**src/rtl/step_run_ctrl_pkg.sv**
```systemverilog
// Shared types and helpers for the step/run clock-enable controller.
package step_run_ctrl_pkg;

  typedef enum logic [1:0] {
    S_HALTED = 2'd0,
    S_RUN    = 2'd1,
    S_BURST  = 2'd2,
    S_HOLD   = 2'd3
  } state_e;

  localparam int DEF_CNT_W = 16;

  // Never returns less than 1 so a degenerate timer still has a legal width.
  function automatic int clog2(input int v);
    int r;
    r = 0;
    for (int i = 0; i < 31; i++) begin
      if ((1 << i) < v) r = i + 1;
    end
    return (r < 1) ? 1 : r;
  endfunction

endpackage

```
**src/rtl/step_run_ctrl_if.sv**
```systemverilog
// Button/CPU-side signal bundle for step_run_ctrl.
interface step_run_ctrl_if
  import step_run_ctrl_pkg::*;
#(
  parameter int STEP_W = 8,
  parameter int CNT_W  = DEF_CNT_W
);
  logic              run_btn;
  logic              step_btn;
  logic [STEP_W-1:0] burst;
  logic              halt_req;
  logic              cen;
  logic              running;
  logic              step_active;
  logic [CNT_W-1:0]  step_cnt;

  modport master (
    output run_btn, step_btn, burst, halt_req,
    input  cen, running, step_active, step_cnt
  );

  modport slave (
    input  run_btn, step_btn, burst, halt_req,
    output cen, running, step_active, step_cnt
  );
endinterface

```
**src/rtl/step_run_ctrl_btn_edge.sv**
```systemverilog
// Two-register rising-edge detector; history resets high so a held button gives no event.
module step_run_ctrl_btn_edge (
  input  logic c_i,
  input  logic r_n_i,
  input  logic btn_i,
  output logic ev_o
);
  logic d0_q, d1_q;

  always_ff @(posedge c_i or negedge r_n_i) begin
    if (!r_n_i) begin
      d0_q <= 1'b1;
      d1_q <= 1'b1;
    end else begin
      d0_q <= btn_i;
      d1_q <= d0_q;
    end
  end

  assign ev_o = d0_q & ~d1_q;
endmodule

```
**src/rtl/step_run_ctrl.sv**
```systemverilog
// Step/run controller: button events and HALT_REQ drive the CPU clock enable.
// Build option STEP_AUTO_REPEAT_EN adds the HOLD state and hold/repeat timer.
//
//   state    | meaning
//   S_HALTED | CPU stopped, waiting for a run or step event
//   S_RUN    | free-running, CEN high every cycle
//   S_BURST  | CEN high for the latched number of cycles
//   S_HOLD   | STEP still held after a burst, timing auto-repeat
module step_run_ctrl
  import step_run_ctrl_pkg::*;
#(
  parameter int STEP_W     = 8,
  parameter int HOLD_LEN   = 1000000,
  parameter int REPEAT_LEN = 250000,
  parameter int CNT_W      = DEF_CNT_W
) (
  input logic            c_i,
  input logic            r_n_i,
  step_run_ctrl_if.slave bus
);
  localparam int TMR_W = clog2((HOLD_LEN > REPEAT_LEN) ? HOLD_LEN : REPEAT_LEN);
  localparam logic [STEP_W-1:0] ONE_S = STEP_W'(1);
  localparam logic [CNT_W-1:0]  ONE_C = CNT_W'(1);

  state_e            state_q, state_d;
  logic [STEP_W-1:0] cnt_q, cnt_d;
  logic [CNT_W-1:0]  step_cnt_q, step_cnt_d;
  logic              cen_q, running_q, step_active_q;
  logic              run_ev, step_ev, run_ev_q, step_ev_q;
  logic              start_burst;

  step_run_ctrl_btn_edge u_run_edge  (.c_i(c_i), .r_n_i(r_n_i), .btn_i(bus.run_btn),  .ev_o(run_ev));
  step_run_ctrl_btn_edge u_step_edge (.c_i(c_i), .r_n_i(r_n_i), .btn_i(bus.step_btn), .ev_o(step_ev));

`ifdef STEP_AUTO_REPEAT_EN
  localparam logic [TMR_W-1:0] HOLD_LD = TMR_W'(HOLD_LEN - 1);
  localparam logic [TMR_W-1:0] REP_LD  = TMR_W'(REPEAT_LEN - 1);
  localparam logic [TMR_W-1:0] ONE_T   = TMR_W'(1);

  logic [TMR_W-1:0] tmr_q, tmr_d;
  logic             rpt_q, rpt_d;  // set once a burst came from HOLD

  always_ff @(posedge c_i or negedge r_n_i) begin
    if (!r_n_i) begin
      tmr_q <= '0;
      rpt_q <= 1'b0;
    end else begin
      tmr_q <= tmr_d;
      rpt_q <= rpt_d;
    end
  end
`else
  logic [TMR_W-1:0] unused_tmr;
  assign unused_tmr = '0;
`endif

  always_comb begin
    state_d     = state_q;
    cnt_d       = cnt_q;
    step_cnt_d  = step_cnt_q;
    start_burst = 1'b0;
`ifdef STEP_AUTO_REPEAT_EN
    tmr_d       = tmr_q;
    rpt_d       = rpt_q;
`endif
    case (state_q)
      S_HALTED: begin
        if (run_ev_q) begin
          if (!bus.halt_req) state_d = S_RUN;
        end else if (step_ev_q) begin
          start_burst = 1'b1;
`ifdef STEP_AUTO_REPEAT_EN
          rpt_d = 1'b0;
`endif
        end
      end
      S_RUN: begin
        if (run_ev_q || bus.halt_req) state_d = S_HALTED;
      end
      S_BURST: begin
        if (bus.halt_req) begin
          state_d = S_HALTED;
        end else if (run_ev_q) begin
          state_d = S_RUN;
        end else if (cnt_q == '0) begin
`ifdef STEP_AUTO_REPEAT_EN
          if (bus.step_btn) begin
            state_d = S_HOLD;
            tmr_d   = rpt_q ? REP_LD : HOLD_LD;
          end else begin
            state_d = S_HALTED;
          end
`else
          state_d = S_HALTED;
`endif
        end else begin
          cnt_d = cnt_q - ONE_S;
        end
      end
      S_HOLD: begin
`ifdef STEP_AUTO_REPEAT_EN
        if (bus.halt_req) begin
          state_d = S_HALTED;
        end else if (run_ev_q) begin
          state_d = S_RUN;
        end else if (!bus.step_btn) begin
          state_d = S_HALTED;
        end else if (tmr_q == '0) begin
          start_burst = 1'b1;
          rpt_d       = 1'b1;
        end else begin
          tmr_d = tmr_q - ONE_T;
        end
`else
        state_d = S_HALTED;
`endif
      end
      default: state_d = S_HALTED;
    endcase

    // A BURST input of 0 still yields one CEN cycle.
    if (start_burst) begin
      state_d    = S_BURST;
      cnt_d      = (bus.burst == '0) ? '0 : bus.burst - ONE_S;
      step_cnt_d = step_cnt_q + ONE_C;
    end
  end

  always_ff @(posedge c_i or negedge r_n_i) begin
    if (!r_n_i) begin
      state_q       <= S_HALTED;
      cnt_q         <= '0;
      step_cnt_q    <= '0;
      run_ev_q      <= 1'b0;
      step_ev_q     <= 1'b0;
      cen_q         <= 1'b0;
      running_q     <= 1'b0;
      step_active_q <= 1'b0;
    end else begin
      state_q       <= state_d;
      cnt_q         <= cnt_d;
      step_cnt_q    <= step_cnt_d;
      run_ev_q      <= run_ev;
      step_ev_q     <= step_ev;
      cen_q         <= (state_d == S_RUN) || (state_d == S_BURST);
      running_q     <= (state_d == S_RUN);
      step_active_q <= (state_d == S_BURST);
    end
  end

  assign bus.cen         = cen_q;
  assign bus.running     = running_q;
  assign bus.step_active = step_active_q;
  assign bus.step_cnt    = step_cnt_q;
endmodule

```
**src/flat_wrapper.sv**
```systemverilog
// flat-port wrapper written by rule: the top's interface ports become plain ports
module step_run_ctrl_flat import step_run_ctrl_pkg::*;
#(
  parameter int STEP_W     = 8,
  parameter int HOLD_LEN   = 1000000,
  parameter int REPEAT_LEN = 250000,
  parameter int CNT_W      = DEF_CNT_W
)
  (c_i, r_n_i, bus_run_btn, bus_step_btn, bus_burst, bus_halt_req, bus_cen, bus_running, bus_step_active, bus_step_cnt);
  step_run_ctrl_if #(.STEP_W(STEP_W), .CNT_W(CNT_W)) bus_i ();
  input logic c_i;
  input logic r_n_i;
  input wire logic [$bits(bus_i.run_btn)-1:0] bus_run_btn;
  input wire logic [$bits(bus_i.step_btn)-1:0] bus_step_btn;
  input wire logic [$bits(bus_i.burst)-1:0] bus_burst;
  input wire logic [$bits(bus_i.halt_req)-1:0] bus_halt_req;
  output wire logic [$bits(bus_i.cen)-1:0] bus_cen;
  output wire logic [$bits(bus_i.running)-1:0] bus_running;
  output wire logic [$bits(bus_i.step_active)-1:0] bus_step_active;
  output wire logic [$bits(bus_i.step_cnt)-1:0] bus_step_cnt;
  assign bus_i.run_btn = bus_run_btn;
  assign bus_i.step_btn = bus_step_btn;
  assign bus_i.burst = bus_burst;
  assign bus_i.halt_req = bus_halt_req;
  assign bus_cen = bus_i.cen;
  assign bus_running = bus_i.running;
  assign bus_step_active = bus_i.step_active;
  assign bus_step_cnt = bus_i.step_cnt;
  step_run_ctrl #(.STEP_W(STEP_W), .HOLD_LEN(HOLD_LEN), .REPEAT_LEN(REPEAT_LEN), .CNT_W(CNT_W)) u_core (.c_i(c_i), .r_n_i(r_n_i), .bus(bus_i));
endmodule
```
**config.mk**
```make
export PLATFORM = sky130hd
export DESIGN_NAME = step_run_ctrl_flat
export DESIGN_NICKNAME = d
export VERILOG_FILES = /design/src/rtl/step_run_ctrl_pkg.sv /design/src/rtl/step_run_ctrl_if.sv /design/src/rtl/step_run_ctrl_btn_edge.sv /design/src/rtl/step_run_ctrl.sv /design/src/flat_wrapper.sv
export SDC_FILE = /design/constraint.sdc
export NUM_CORES = 1
export LEC_CHECK = 0
export CAP_MARGIN = 20
export CELL_PAD_IN_SITES_DETAIL_PLACEMENT = 1
export CELL_PAD_IN_SITES_GLOBAL_PLACEMENT = 1
export CORE_MARGIN = 2
export CORE_UTILIZATION = 40
export CTS_CLUSTER_DIAMETER = 80
export CTS_CLUSTER_SIZE = 10
export DETAILED_ROUTE_END_ITERATION = 8
export PLACE_DENSITY_LB_ADDON = 0.1
export SYNTH_ARGS = -nofsm -noshare
export SYNTH_HDL_FRONTEND = slang
export SYNTH_SLANG_ARGS = --single-unit
```
**constraint.sdc**
```tcl
create_clock -name c_i -period 2.5 [get_ports c_i]
set_clock_uncertainty 0.2 [all_clocks]
set_input_delay 0.5 -clock c_i [delete_from_list [all_inputs] [get_ports c_i]]
set_output_delay 0.5 -clock c_i [all_outputs]
set_load 0.005 [all_outputs]
```
---- Yosys cells after proc, flatten, opt, wreduce, memory -nomap -nowiden ----
Cells that the tools add are included.
Widths: inputs -> output; s select.
operators by class
  eq/ne operators ......................... 8
  mux-type cells .......................... 17
  add/subtract/negate cells ............... 3
  bitwise operators ....................... 4
  reduce and logical (&&, ||, !) cells .... 7
operator list
  cell                   count
  $mux 8                 6
  $add 16x1->16 const B  1
  $logic_not 8->1        2
  $sub 8x1->8 const B    2
  $mux 2                 7
  $pmux 2 s4             1
  $eq 2x2->1 const B     3
  $eq 2x1->1 const B     2
  $ne 2x1->1 const B     2
  $reduce_and 4->1       1
  $mux 1                 3
  $and 1x1->1            2
  $logic_not 2->1        1
  $logic_or 1x1->1       2
  $ne 2x2->1 const B     1
  $not 1->1              2
  $reduce_bool 2->1      1
word-level totals
  output and inout port bits .............. 19
  flip-flop bits (word level) ............. 35
  input bits .............................. 13
  word-level logic and storage cells ...... 51

---- Logic depth before layout (Yosys ltp) ----
Gate-level depths: netlist of the first run.
  depth in word-level cells ............... 8
  depth in mapped cells ................... 8
  gate-level depth less buffers ........... 8

---- Modules after synthesis ----
A second synthesis of the first run with hierarchy kept.
unflattened totals
  cells, all modules ...................... 156
  area total of the unflattened synthesis .. 1,746.7 µm²
by module, submodules not included
  module                  area each (µm²)  times used  cells an instance  seq. area each (µm²)
  step_run_ctrl           1,614.0          1           150                775.7
  step_run_ctrl_btn_edge  66.3             2           3                  52.6

---- Worst setup path before layout of the first run ----
No wires, ideal clock.
  kind .................................... register to register
  from .................................... reg u_core.state_q[0]
  to ...................................... reg u_core.cen_q, in the netlist u_core.bus.cen
  arrival time ............................ 1,764 ps
  data required time ...................... 2,237 ps
  setup slack ............................. 473 ps
  cell stages (with the launch flop) ...... 7
  library setup time ...................... 63 ps
  clock period less this slack ............ 2,027 ps
  cells stage by stage .................... dfrtp_1 > nor4b_1 > clkbuf_1 > nor2_1 > inv_1 > ha_1 > inv_1
on the way
  elaborated cells between the ends (all ways) .. 16
  those cells by class .................... eq/ne: 5; mux: 9; reduce/logical: 2
RTL lines
  item                                             RTL line              text
  from (decl)                                      step_run_ctrl.sv:25   state_e state_q, state_d;
  from (signal assigned)                           step_run_ctrl.sv:140  state_q <= state_d;
  $eq 2x2->1, or another cell as far along         step_run_ctrl.sv:66   case (state_q)
  $pmux 2 s4 / $mux 1 (equally long branches)      step_run_ctrl.sv:66
  $mux 2 *                                         step_run_ctrl.sv:122  if (start_burst) begin
  via u_core.state_d[1]                            step_run_ctrl.sv:25
  $eq 2x1->1 / $eq 2x2->1 (equally long branches)  step_run_ctrl.sv:145  cen_q <= (state_d == S_RUN) || (state_d == S_BURST);
  $logic_or 1x1->1 *                               step_run_ctrl.sv:145
  to (signal assigned)                             step_run_ctrl.sv:145
  to (decl)                                        step_run_ctrl.sv:28   logic cen_q, running_q, step_active_q;
Mark *: on every way through the listed nets, which the timed path passes. The rest lies on a longest branch.
A chain may end at the register's enable or synchronous reset.

---- Worst setup path after layout of the first run ----
  from .................................... in bus_halt_req
  to ...................................... reg u_core.cnt_q[5]
on the way
  word-level cells in the longest chain between the ends .. 2
RTL lines
  item                        RTL line              text
  from (decl)                 flat_wrapper.sv:16    input wire logic [$bits(bus_i.halt_req)-1:0] bus_halt_req;
  $ne 2x1->1 (no line)        --
  $reduce_and 4->1 (no line)  --
  to (signal assigned)        step_run_ctrl.sv:141  cnt_q <= cnt_d;
  to (decl)                   step_run_ctrl.sv:26   logic [STEP_W-1:0] cnt_q, cnt_d;
Every way passes these cells.

==> results of run 1 <==
[timing repair]
item	in CTS	in global routing
gates resized for setup	0	1
setup endpoints to repair	0	1
endpoints found under the hold margin	0	0
hold buffers	0	0
[report_power, final]
part	internal (W)	total (W)	switching, W
Clock	0.000194	0.000398	0.000203
Sequential	0.000658	0.000788	0.000130
Combinational	0.000200	0.000363	0.000163
Total	0.00105	0.00155	0.000496
[logic make-up (layout without fill, tap and decap cells)]
| group | after synthesis | count (layout) |
|---|---|---|
| flops | 35 | 35 |
| compound gates | 21 | 21 |
| simple gates | 64 | 64 |
| fa+ha+maj | 6 | 6 |
| mux | 2 | 2 |
| xor+xnor | 21 | 21 |
| buf+inv | 11 | 54 |
[worst reg2reg max path: stages (launching register included)]
cell,delay (ns)
dfrtp_1,0.44
nor4_1,0.63
a21oi_1,0.25
nor2_1,0.19
inv_1,0.08
ha_1,0.28
inv_1,0.04
[through the flow]
step | hold WS (ns) | setup WS (ns) | TNS [ns]
6_report | 0.167 | 0.190 | 0
5_1_grt | 0.169 | 0.113 | 0
3_5_place_dp | 0.156 | -0.0865 | -0.230
3_3_place_gp | 0.154 | 0.0268 | 0
2_1_floorplan | 0.00441 | 0.473 | 0
4_1_cts | 0.159 | 0.191 | 0
[final timing paths]
| kind | startpoint | end | cells after the start |
|---|---|---|---|
| worst max-delay path | bus_halt_req | u_core.cnt_q[5] | 5 |
| worst min-delay path | u_core.u_run_edge.d0_q | u_core.u_run_edge.d1_q | 0 |
| worst max register to register | u_core.cnt_q[4] | u_core.bus.cen | 6 |
| worst min register to register | u_core.u_run_edge.d0_q | u_core.u_run_edge.d1_q | 0 |
| max in group asynchronous | r_n_i | u_core.u_step_edge.d0_q | 2 |
| min in group asynchronous | r_n_i | u_core.bus.step_cnt[1] | 2 |
[layer usage]
metal / global-route usage / routed length [µm]
met1: 0.230 / 1820
met2: 0.305 / 2070
met3: 0.0418 / 162
met4: 0.0641 / 55
met5: 0 / 0
[final cells by class]
cell class / instances / area, µm²
fill: 480 / 2030
sequential: 35 / 881
multi-input combinational: 114 / 846
timing repair buffer: 37 / 355
clock buffer: 6 / 72.6
tap: 52 / 65.1
inverter: 9 / 33.8
clock inverter: 2 / 12.5
[cell usage after synthesis (all sizes together), types with 3 or more instances]
cell type,number
a21oi,5
nor4,4
inv,9
a211oi,3
nand3,12
dfrtp,31
dfstp,4
and3,4
o21ai,4
a311oi,3
nand2,8
ha,6
nor2,10
xor2,9
xnor2,12
nor3,5
[cells in the final DEF (no fill, tap or decap), types with 5 or more instances in the layout]
cell and n:
inv_1 9, xnor2_1 12, dfrtp_1 31, xor2_1 9, a21oi_1 5, ha_1 6, nor3_1 5, nor2_1 10
buf_4 6, clkbuf_8 5, clkdlybuf4s50_1 31, nand3_1 12, nand2_1 8
==> results.md, run 1 <==
* Remaining antenna violation count at 0
* I/O Pins at 32
* CTS Root Cell: clkbuf_8
* Slew margin rel. at 0.556
* RSZ-0062 raised after global routing: no
* Status: finished, final reports clean
* FF+latch count, synth at 35
* Slew Limit Fails at 0
* Die Area at roughly 5000 µm²
* Yosys warns at 0
* N_diodes at 0
* TritonRoute pass-1 iters at 4
* Bufs and invs on worst path at 1
* Final period util at 0.924
* DRC at 0
* Final wirelength at between 4 and 5 mm
* Total Nets Final at 221
* Setup crit start kind: input port
* Die height at 70.3 µm
* Vias per cell at 5.29
* # rows at 24
* Dpl cells at roughly 250
* FF-to-FF setup slack at 0.30 ns
* Post-DP HPWL at a little over 3 mm
* Minimum clock period at 2.31 ns
* Overall power at 0.00155 W
* H-tree depth at 2
* Initial antenna violation count at 0
* CORE AREA at 4290 µm²
* CP Cell Sequence: clkdlybuf4s50_1, or4b_4, a2111oi_4, a211oi_1, a211oi_2
* Via count at 1350
* Mapped cell area at 1760 µm²
* Post-Route Utilization at 0.528
* Required time of the critical path at 2.50 ns
* Post-DP Area at 2180 µm²
* Syn Nets at 179
* Reg clk slew, reported paths at 0.07 ns
* TritonCTS clock tree: done
* Total Routing Usage GR at 0.182
* Sink Count at 35
* Critical path's top delay family: compound AO/OA/AOI/OAI gates
* Port-buffer cells at 31
* Wirelength per Cell at 16.1 µm
* Post-synthesis sequential area ratio at 0.501
* Top post-synthesis cells by area: dfrtp_1, dfstp_2, xnor2_1
* Worst skew pair latency at around 0.28 ns
* HP Class: flop to flop
* Area share of the largest cell type after synthesis at 0.441
* Synth Area in Simple Gates at 0.220
* Compound-Gate Fraction of Synth Area at 0.0961
* Critical Path Max Stage Delay at 0.53 ns
* Post-synthesis mux area share at 0.0114
* Mapped Avg Cell Area at about 11 µm²
* Adder and majority gate portion of the synthesized area at 0.0427
* Xor/xnor share of the synthesized area at 0.105
* Final setup fails at 0
* Die X at 70.3 µm
* Largest net degree at the start of global routing at 36
* Vias in the first global route at ~1400
* Layout Cell Area excl Fill at 2270 µm²
* DRT iter0 DRCs at 32
* Area grow syn2layout at 28.9%
* Final Non-Filler Cells at around 260
* Maximum clock insertion buffer count at 2
* CP Class: input port to flop
* Post-Syn Instances at 160
* Starting Density at 0.409
* Max-cap violations at 0
* Leak at 0.976 nW
* Ys flop type: dfrtp_1
* First-pass GRT wire length at between 6 and 7 mm
* Max Fanout on Critical Path at 5
* Final hold vios at 0
* Power density cells at around 680 nW/µm²
* Cell taking the most area after synthesis: dfrtp_1
* Share of cells above drive strength 1 at 0.123
* WP data arrival at 2.31 ns
* CP max stage cell: or4b_4
* CP Capture Type: flop
* Max FFs per register at 16
* Async S/R FF share, synth at 1.00
* EDFF count, synth at 0
* Worst Tran Pin Value at 0.660 ns
* Placer Congestion at 0.804
* Maximum clock rate at approximately 430 MHz
* GR Overflow Total at 0
* Peak supply drop at 0.000410 V
* Largest family of logic cells by synthesized area: simple AND/OR/NAND/NOR gates
* Num CTS Buffers at 5
* Synth cell types at 40
* Post-CTS setup buffer count at 0
Note: power is estimated with default switching activity, not from simulation.
==> run 2, diff against run 1 <==
==> constraint.sdc (replaced) <==
create_clock -name c_i -period 2.5 [get_ports c_i]
set_clock_uncertainty 0.2 [all_clocks]
set_input_delay 0.75 -clock c_i [delete_from_list [all_inputs] [get_ports c_i]]
set_output_delay 0.75 -clock c_i [all_outputs]
set_load 0.005 [all_outputs]
==> results.md, run 2 (synthesis gave the netlist of run 1 again) <==
* Status: finished, final reports clean
* Starting Density at 0.409
* CORE AREA at 4290 µm²
* Peak supply drop at 0.000534 V
* Placer Congestion at 0.868
* Final setup fails at 0
* Critical Path Max Stage Delay at 0.53 ns
* Max FFs per register at 16
* Final hold vios at 0
* Reg clk slew, reported paths at 0.07 ns
* First-pass GRT wire length at 7.36 mm
* Post-Route Utilization at 0.549
* Via count at 1404
* Power density cells at 747 nW/µm²
* Minimum clock period at 2.41 ns
* Final wirelength at between 4 and 5 mm
* CP Class: input port to flop
* Max-cap violations at 0
* Place WS at -0.292 ns
* GR Overflow Total at 0
* DRC at 0
* Hold slack at 0.165 ns
* Max Fanout on Critical Path at 5
* R2R Path Start: u_core.cnt_q[0]
* Final period util at 0.965
* Die Area at 4940 µm²
* FF-to-FF setup slack at 0.17 ns
* Setup crit start kind: input port
* CTS Root Cell: clkbuf_8
* Slew margin rel. at 0.526
* Total Routing Usage GR at 0.192
* Wirelength per Cell at between 15 and 20 µm
* Vias per cell at around 5.4
* HP Class: flop to flop
* Slew Limit Fails at 0
* Sink Count at 35
* Die height at 70.3 µm
* Worst Reg-to-Reg Cells at 8
* Critical path's top delay family: compound AO/OA/AOI/OAI gates
* CP Cell Sequence: clkdlybuf4s50_1, or4b_4, a2111oi_4, a211oi_1, a211oi_2
* Fillers at 466
* Most frequent cells in the layout: clkdlybuf4s50_1, dfrtp_1, xnor2_1, nand3_1, buf_4
* Final WS setup at 0.0870 ns
* Start point of the worst hold path: u_core.u_step_edge.d0_q
* Dpl cells at 253
* Worst Tran Pin Value at 0.704 ns
* Die X at 70.3 µm
* N_diodes at 0
* Register area at ~880 µm²
* WP data arrival at about 2.4 ns
* Maximum clock insertion buffer count at 2
* H-tree depth at 2
* CP max stage cell: or4b_4
* Num CTS Buffers at 5
* CP Capture Type: flop
* Bufs and invs on worst path at 1
* Initial antenna violation count at 0
* Total Nets Final at around 230
* CP startpoint: bus_halt_req
* DRT iter0 DRCs at 17
* Maximum clock rate at between 400 and 500 MHz
* Share of cells above drive strength 1 at 0.148
* Multi-input logic area at 845 µm²
* Remaining antenna violation count at 0
* Required time of the critical path at about 2.5 ns
* # rows at 24
* Leak at slightly above 1 nW
* Vias in the first global route at 1530
* TritonRoute pass-1 iters at 4
* FF-to-FF End: u_core.bus.cen
* TritonCTS clock tree: done
* Overall power at 0.00176 W
* Worst Hold Depth at 0
* I/O Pins at 32
* Post-DP HPWL at 3.00 mm
* Largest net degree at the start of global routing at 36
* Hold-fix buffers, CTS at 0
* Port-buffer cells at 31
* Hold endpoint: u_core.u_step_edge.d1_q
* Final Non-Filler Cells at 261
* Worst skew pair latency at ~0.29 ns
* Area grow syn2layout at 34.1%
## run 2: changes by cell type in the layout (fill, tap and decap cells not counted)
| cell | delta |
|---|---|
| a21oi_1 | -1 |
| a21oi_2 | +1 |
| buf_4 | +6 |
| bufinv_16 | +2 |
| clkinv_2 | -1 |
| clkinvlp_4 | -1 |
| nor3b_1 | +1 |
| nor3b_2 | -1 |
## run 2: worst max-delay path by stage
stage	depth (start not counted)	to	slack, ns
6_report	5	u_core.cnt_q[5]	0.09
5_1_grt	8	u_core.bus.cen	-0.003
4_1_cts	7	u_core.bus.cen	0.05
3_5_place_dp	5	u_core.cnt_q[5]	-0.29
3_3_place_gp	5	u_core.cnt_q[5]	-0.22
2_1_floorplan	4	u_core.cnt_q[5]	0.25
## run 2: area by class of cell
| type | count | share of cell area |
|---|---|---|
| Clock inverter | 2 | 0.0255 |
| Timing Repair Buffer | 43 | 0.170 |
| Sequential cell | 35 | 0.374 |
| Clock buffer | 6 | 0.0308 |
| Inverter | 9 | 0.0143 |
| Multi-Input combinational cell | 114 | 0.358 |
| Tap cell | 52 | 0.0276 |
## run 2: power by group
group	switching, W	internal, W
Clock	0.000209	0.000399
Sequential	0.000128	0.000658
Combinational	0.000163	0.000205
## run 2: per-layer routing
metal	wire length [µm]	global-route usage	vias to the layer above
li1	-	-	670
met2	2110	0.330	26
met5	0	0	-
met3	185	0.0563	8
met4	99	0.0748	0
met1	1760	0.223	700
## run 2: through the flow
| step | setup TNS (ns) | area (µm²) |
|---|---|---|
| floorplan | 0 | 1760 |
| global placement | -1.31 | 2220 |
| detailed placement | -1.97 | 2220 |
| CTS | 0 | 2350 |
| global route | -0.00324 | 2360 |
| finish | 0 | 2360 |
## run 2: repair_timing
action	4_1_cts	5_1_grt
gates resized for setup	0	1
pin swaps	1	0
buffers inserted	0	0
setup endpoints to repair	2	1
endpoints found under the hold margin	0	0
